## src/rtl/systolic_feeder.sv

```systemverilog
// systolic_feeder: holds one N x N A matrix and one N x N B matrix, then on
// start streams them diagonally skewed into a systolic array, pulses init on
// the first beat, waits a drain interval and pulses done.
module systolic_feeder #(
  parameter int D_W       = 8,
  parameter int N         = 2,
  parameter int DRAIN_CYC = 2 * N,
  localparam int IW       = (N > 1) ? $clog2(N) : 1
) (
  input  logic             clk,
  input  logic             rst,
  input  logic             a_wr_en,
  input  logic [IW-1:0]    a_wr_row,
  input  logic [N*D_W-1:0] a_wr_data,
  input  logic             b_wr_en,
  input  logic [IW-1:0]    b_wr_col,
  input  logic [N*D_W-1:0] b_wr_data,
  input  logic             start,
  output logic [N*D_W-1:0] x_flat,
  output logic [N*D_W-1:0] y_flat,
  output logic             init,
  output logic             busy,
  output logic             done
);

  localparam int CW = $clog2(2 * N - 1 + DRAIN_CYC) + 1;
  localparam logic [CW-1:0] LAST_FEED  = CW'(2 * N - 2);
  localparam logic [CW-1:0] LAST_DRAIN = CW'((DRAIN_CYC > 0) ? DRAIN_CYC - 1 : 0);

  typedef enum logic [1:0] {
    S_IDLE,
    S_FEED,
    S_DRAIN,
    S_DONE
  } state_t;

  // a_*[row][k] holds A[row][k]; b_*[k][col] holds B[k][col].
  logic [D_W-1:0] a_q [N][N];
  logic [D_W-1:0] a_d [N][N];
  logic [D_W-1:0] b_q [N][N];
  logic [D_W-1:0] b_d [N][N];

  state_t         state_q, state_d;
  logic [CW-1:0]  t_q, t_d;
  logic [N*D_W-1:0] x_q, x_d, y_q, y_d;
  logic           init_q, init_d;
  logic           busy_q, busy_d;
  logic           done_q, done_d;

  // Buffer writes: one A row and one B column per cycle, only while idle.
  always_comb begin
    // NOTE: every always_comb output gets a default first so no path can infer a latch.
    a_d = a_q;
    b_d = b_q;
    if (!busy_q && a_wr_en) begin
      for (int r = 0; r < N; r++) begin
        if (int'(a_wr_row) == r) begin
          for (int k = 0; k < N; k++) a_d[r][k] = a_wr_data[k*D_W +: D_W];
        end
      end
    end
    if (!busy_q && b_wr_en) begin
      for (int c = 0; c < N; c++) begin
        if (int'(b_wr_col) == c) begin
          for (int k = 0; k < N; k++) b_d[k][c] = b_wr_data[k*D_W +: D_W];
        end
      end
    end
  end

  // Next-state logic and beat counter.
  always_comb begin
    state_d = state_q;
    t_d     = t_q;
    case (state_q)
      S_IDLE: begin
        if (start) begin
          state_d = S_FEED;
          t_d     = '0;
        end
      end
      S_FEED: begin
        if (t_q == LAST_FEED) begin
          state_d = (DRAIN_CYC == 0) ? S_DONE : S_DRAIN;
          t_d     = '0;
        end else begin
          t_d = t_q + CW'(1);
        end
      end
      S_DRAIN: begin
        if (t_q == LAST_DRAIN) begin
          state_d = S_DONE;
          t_d     = '0;
        end else begin
          t_d = t_q + CW'(1);
        end
      end
      S_DONE: begin
        if (start) begin
          state_d = S_FEED;
          t_d     = '0;
        end else begin
          state_d = S_IDLE;
        end
      end
      default: begin
        state_d = S_IDLE;
        t_d     = '0;
      end
    endcase
  end

  // Registered outputs: computed from the next state and the post-write
  // buffers, so a write in the same cycle as start is already visible.
  always_comb begin
    x_d    = '0;
    y_d    = '0;
    init_d = (state_d == S_FEED) && (t_d == '0);
    busy_d = (state_d == S_FEED) || (state_d == S_DRAIN);
    done_d = (state_d == S_DONE);
    if (state_d == S_FEED) begin
      for (int i = 0; i < N; i++) begin
        for (int k = 0; k < N; k++) begin
          if (int'(t_d) == i + k) begin
            x_d[i*D_W +: D_W] = a_d[i][k];
            y_d[i*D_W +: D_W] = b_d[k][i];
          end
        end
      end
    end
  end

  // State, counter, buffers and outputs.
  always_ff @(posedge clk or negedge rst) begin
    if (!rst) begin
      state_q <= S_IDLE;
      t_q     <= '0;
      x_q     <= '0;
      y_q     <= '0;
      init_q  <= 1'b0;
      busy_q  <= 1'b0;
      done_q  <= 1'b0;
      // NOTE: the operand buffers are small register arrays that must read as
      // zero after reset, so they are cleared here rather than left as a RAM.
      for (int r = 0; r < N; r++) begin
        for (int k = 0; k < N; k++) begin
          a_q[r][k] <= '0;
          b_q[r][k] <= '0;
        end
      end
    end else begin
      // NOTE: sequential state uses non-blocking assignments so every flop
      // samples the pre-edge values regardless of statement order.
      state_q <= state_d;
      t_q     <= t_d;
      x_q     <= x_d;
      y_q     <= y_d;
      init_q  <= init_d;
      busy_q  <= busy_d;
      done_q  <= done_d;
      a_q     <= a_d;
      b_q     <= b_d;
    end
  end

  assign x_flat = x_q;
  assign y_flat = y_q;
  assign init   = init_q;
  assign busy   = busy_q;
  assign done   = done_q;

endmodule

```

## config.mk

```make
export PLATFORM = sky130hd
export DESIGN_NAME = systolic_feeder
export DESIGN_NICKNAME = d
export VERILOG_FILES = /design/src/rtl/systolic_feeder.sv
export SDC_FILE = /design/constraint.sdc
export NUM_CORES = 1
export LEC_CHECK = 0
export ABC_AREA = 1
export BUFFER_PORTS_ARGS = -buffer_cell sky130_fd_sc_hd__buf_2
export CAP_MARGIN = 15
export CORE_ASPECT_RATIO = 1.5
export CORE_MARGIN = 1.5
export CORE_UTILIZATION = 60
export CTS_BUF_LIST = sky130_fd_sc_hd__clkbuf_16
export CTS_CLUSTER_SIZE = 12
export DETAILED_ROUTE_END_ITERATION = 7
export PLACE_DENSITY = 0.84
export RECOVER_POWER = 50
export SYNTH_ARGS = -nofsm -noshare
export SYNTH_HDL_FRONTEND = slang
export SYNTH_SLANG_ARGS = --single-unit
```

## constraint.sdc

```tcl
create_clock -name clk -period 5 [get_ports clk]
set_clock_uncertainty 0.05 [all_clocks]
set_input_delay 0.5 -clock clk [delete_from_list [all_inputs] [get_ports clk]]
set_output_delay 0.5 -clock clk [all_outputs]
set_load 0.01 [all_outputs]
```

# ---- After elaboration in Yosys (flattened, before gate mapping)
# Index checks and enable logic that the tools add are counted.
dict set report op_classes {
  eq_ne 10
  addsub 1
  reduce_logical 9
  muxes 27
}
# op count
set ops {}
lappend ops {{$mux 8} 12}
lappend ops {{$mux 16} 4}
lappend ops {{$mux 32} 2}
lappend ops {{$eq 4x2->1 const B} 3}
lappend ops {{$mux 4} 3}
lappend ops {{$pmux 4 s3} 1}
lappend ops {{$eq 2x2->1 const B} 4}
lappend ops {{$logic_not 4->1} 2}
lappend ops {{$pmux 2 s4} 1}
lappend ops {{$mux 2} 3}
lappend ops {{$add 4x1->4 const B} 1}
lappend ops {{$eq 2x1->1 const B} 2}
lappend ops {{$eq 4x3->1 const B} 1}
lappend ops {{$logic_and 1x1->1} 3}
lappend ops {{$logic_not 2->1} 1}
lappend ops {{$reduce_or 2->1} 1}
lappend ops {{$logic_not 1->1} 1}
lappend ops {{$logic_or 1x1->1} 1}
lappend ops {{$mux 1} 1}
dict set report word_totals {
  word_cells 62
  ff_bits 105
  input_bits 39
  out_inout_bits 35
}

# ---- Depth between registers and ports, before layout
dict set report depth {
  word_depth 7
  depth_mapped 14
  ltp_nobuf 13
}

# ---- Worst setup path before layout
# OpenSTA, ideal clock, no wires.
dict set report synth_timing {
  path_kind {reg-to-reg}
  startpoint {reg t_q[0]}
  endpoint {reg x_q[7] (netlist: x_flat[7])}
  arrival_time_ps 2192
  path_slack_ps 2687
  path_stages_with_launch 14
  path_buffers 2
  setup_ps 71
  t_required_ps 4879
  period_less_slack_ps 2313
  path_cell_list {dfrtp_1 > inv_1 > ha_1 > nand2_1 > nand2_1 > o21ai_0 > o22a_1 > ha_1 > clkbuf_1 > clkinv_1 > clkbuf_1 > a21oi_1 > nand2_1 > nor2_1}
}
dict set report synth_between {
  elab_cells_between_ends 16
  cone_classes {add/sub (1); eq/ne (4); mux (10); reduce/logical (1)}
}
# item line_no
set synth_rtl {}
lappend synth_rtl {{start: declaration} 44} ;# logic [CW-1:0] t_q, t_d;
lappend synth_rtl {{start signal: assignment} 155} ;# t_q <= t_d;
lappend synth_rtl {{$eq 4x2->1, on equally long branches} {91, 83}}
lappend synth_rtl {{$mux 2, on equally long branches} {91, 83}}
lappend synth_rtl {{$pmux 2 s4 *} 75} ;# case (state_q)
lappend synth_rtl {{net state_d[0]} 43} ;# state_t state_q, state_d;
lappend synth_rtl {{$eq 2x1->1 *} 121} ;# if (state_d == S_FEED) begin
lappend synth_rtl {{$mux 16 *} 121}
lappend synth_rtl {{net x_d[7]} 45} ;# logic [N*D_W-1:0] x_q, x_d, y_q, y_d;
lappend synth_rtl {{end signal: assignment} 138} ;# x_q <= '0;
lappend synth_rtl {{end signal: assignment} 156} ;# x_q <= x_d;
lappend synth_rtl {{end: declaration} 45}
# Mark *: on every way through the listed nets, which the timed path passes. The rest lies on a longest branch.

==> summary.md <==
The fraction of the mapped netlist area in adder cells was 0.0232. In the post-synthesis netlist, the cell with the most instances is sky130_fd_sc_hd__nand2_1. Data arrives at the worst endpoint at 3.64 ns. The number of endpoints with negative hold slack in the final report was 0; the relative max-transition margin was -0.816.

Dividing total power by cell area gives a power density of 707 mW/mm^2. The average cell area after synthesis is 9.09 sq um. For the number of global-route vias before repair, the log shows 3767. Traced cell by cell, the critical path runs through clkbuf_1 -> clkbuf_2.

The switching part of the total power came out at 0.433. The startpoint type of the worst setup path was a primary input. Async set or reset register ratio after synthesis: 1.00.

The simple-gate portion of the synthesized area came out at 0.217. Counting the buffers created by CTS gives 9. The H-tree was split into 3 levels. Count of cell instances traversed by the critical path: 2. The row count was 40.

The final total power came out at 3.85 mW. The critical path is of the primary input to asynchronous set/reset pin type. The cell sitting at the root of the clock tree is a sky130_fd_sc_hd__clkbuf_16.

The combinational share of power was 0.478. The worst path meets setup with 1.56 ns of slack. The share of power burned in registers is 0.347. STA classifies the critical path endpoint as an asynchronous set/reset pin.

The violation count after the first detailed-route iteration was 253. Setup repair after global routing left no endpoint under its margin. The final RePlAce weighted congestion is 0.878, and the total number of clock tree sinks is 105. Slew at the pin closest to its max-slew limit: 2.72 ns.

Measured along the y axis, the die boundary spans 113 microns. The xor-xnor portion of the synthesized cell area is 0.00181. The final count of negative-setup-slack endpoints came out at 0. On the critical path, the stage with the largest delay is an instance of sky130_fd_sc_hd__clkbuf_1. The tools report the net count after synthesis as 581. Counting instances in the post-synthesis netlist gives the leading cell types as sky130_fd_sc_hd__nand2_1 (108), sky130_fd_sc_hd__dfrtp_1 (105), sky130_fd_sc_hd__inv_1 (83).

The part of the power in the clock network was 0.175; the post-synthesis compound-gate area fraction was 0.0723. The total track usage is 0.259, and the count of final max-slew check failures is 54. The total via count in the routed design was 3662.

Total of cells resized after clock tree synthesis: 0. The routed design could run at a clock period as short as 3.44 ns. The number of vias per cell after detailed routing came out at 5.18. For the worst flop-to-flop path, the logic depth is 10.

In this run, synthesis inferred 0 flip-flops with an integrated enable. Main combinational cell family by area after synthesis: simple AND/OR/NAND/NOR gates. The critical path contains buffers and inverters numbering 2 combined.

The first global-routing pass estimated 17300 microns of wire. The data required time at the worst endpoint is 5.21 ns. Ranked by total cell area, the synthesized netlist is headed by sky130_fd_sc_hd__dfrtp_1 (54%), sky130_fd_sc_hd__nand2_1 (8.4%), sky130_fd_sc_hd__inv_1 (6.4%). The net switching power of the design is 1.67 mW, and the wire length per cell is 14.6 microns. After clock tree synthesis, the clock-pin slew on the worst setup and hold paths is 0.06 ns. The post-synthesis cell area came out at 0.00484 sq mm. The flop and latch count out of synthesis is 105, and the number of cells in the finished layout apart from fillers is 707. Post-CTS timing repair inserted 0 buffers for setup. The number of placed instances, taps included, is 691. The tools report the post-route cell area as 0.00545 sq mm. After the last flow step, the layout net total stands at 645. The fraction of final layout cells with drive strength greater than 1 came out at 0.173.

The total core area was 0.00791 sq mm. TritonCTS built the clock tree. The flow ran to the end, but the final reports show violations.

For the pre-CTS setup slack, the log shows 1.70 ns. The largest delay contributor family on the critical path is buffers and inverters. The HPWL after detailed placement is 6810 microns. Fraction of synthesized area in multiplexers: 0.0462. The checks that failed: max-capacitance violations, max-slew violations.

The number of antenna diodes in the final layout is 0. For this run the aggregate overflow at the end of global routing stands at 0. The worst hold-check path type was primary input to flip-flop. The internal power of the cells came out at 2.19 mW. For this run, design rule violations remaining after detail routing come to 0.

The worst hold path passes through 2 cells. Summed over all cells, the static leakage comes to 2.89 nW. The tightest hold path in the finished design has a slack of 0.376 ns. For this block, the routed nets add up to 10300 microns of wire. The largest incremental delay on the critical path is 1.90 ns, and the fraction of synthesized cell area taken by the top area cell type is 0.542. For the worst-skew pair, the clock arrives at the later sink with an insertion delay of 0.34 ns.

The sequential cell area fraction in the yosys report was 0.542; the share of the core filled with cells in the final layout was 0.690. The floorplan step defined a die boundary enclosing 0.00863 sq mm. After technology mapping, the gate count stands at 533. For this run, the top clock speed supported by timing is 291 MHz. 74 I/O pins were placed. The number of antenna violations at the first check in global routing was 0; the die boundary width was 76.4 microns. Yosys printed 0 warnings. The first detailed-routing pass ran for 4 iterations. The most used flip-flop cell after synthesis is sky130_fd_sc_hd__dfrtp_1.

VDD sags by at most 456 uV. The layout overhead on the synthesized area is 12.6%, and the count of hold buffers inserted by post-cts repair is 0. The starting density of the core was 0.612.

The detail route stage leaves a number of antenna-violating nets equal to 0. In this run the tool buffered the top-level ports with 73 buffer cells. The part of the cycle the worst path needs works out to 0.688. The pin count of the biggest net entering global routing is 54. In this run, distinct cell masters in the synthesized netlist total 36. Once placement finished, the instance area stood at 0.00522 sq mm.

The cell type with the highest aggregate area in the netlist is sky130_fd_sc_hd__dfrtp_1. For the aggregate negative setup slack, the log shows 0 ns. The total of max-cap violations was 1; the maximum count of clock buffers along a single path was 2.

The maximum fanout encountered on the critical timing path was 53.
## cell usage in the layout (no fill, tap or decap), drive strengths merged, types with 9 or more instances in the layout
cell type | Yosys | final
nor2 | 67 | 67
nand3 | 36 | 36
dfrtp | 105 | 105
inv | 87 | 88
mux2 | 19 | 19
o21ai | 43 | 43
nand2 | 115 | 115
a21oi | 14 | 14
buf | 10 | 37
clkbuf | 11 | 46
ha | 9 | 9
## kinds of logic after synthesis
kind of cell	Yosys count
simple gates	226
buf+inv	109
flops	105
compound gates	63
mux	20
fa+ha+maj	9
xor+xnor	1
## path summary, 6_finish.rpt
check | slack (ns) | from | end
hold / removal | 0.38 | a_wr_data[9] | a_q[17]$_DFF_PN0_
max in group clk | 1.56 | state_q[1]$_DFF_PN0_ | x_flat[2]$_DFF_PN0_
setup reg to reg | 1.56 | state_q[1]$_DFF_PN0_ | x_flat[2]$_DFF_PN0_
hold reg to reg | 0.44 | a_q[22]$_DFF_PN0_ | a_q[22]$_DFF_PN0_
min in group asynchronous | 0.97 | rst | a_q[18]$_DFF_PN0_
setup / recovery | 1.56 | rst | a_q[25]$_DFF_PN0_
## flip-flops by register name (all words and copies together) (netlist names)
register / cells
x_flat: 16
y_flat: 16
done: 1
busy: 1
b_q: 32
a_q: 32
t_q: 4
init: 1
state_q: 2
## power by group through the flow
stage | registers [mW] | logic (mW) | clock network [mW]
after global routing | 1.37 | 2.07 | 0.716
after CTS | 1.33 | 1.85 | 0.680
after detailed placement | 1.35 | 1.82 | 0
after global placement | 1.33 | 1.74 | 0
after floorplan | 1.35 | 1.42 | 0
final | 1.34 | 1.84 | 0.675
## cell type report
class / instances / area [sq um]
clock buffer: 9 / 225
clock inverter: 7 / 62.6
fill: 666 / 2450
inverter: 88 / 335
multi-input combinational: 319 / 1750
sequential: 105 / 2630
tap: 105 / 131
timing repair buffer: 74 / 325
## routing by layer
layer | track usage | wire length (microns) | part of all wire | vias to the layer above
li1 | - | - | - | 1775
met1 | 0.304 | 4060 | 0.39 | 1753
met2 | 0.473 | 5470 | 0.53 | 108
met4 | 0.119 | 330 | 0.032 | 0
met5 | 0 | 0 | 0 | -
met3 | 0.0323 | 470 | 0.046 | 26
(Power assumes the default switching activity.)
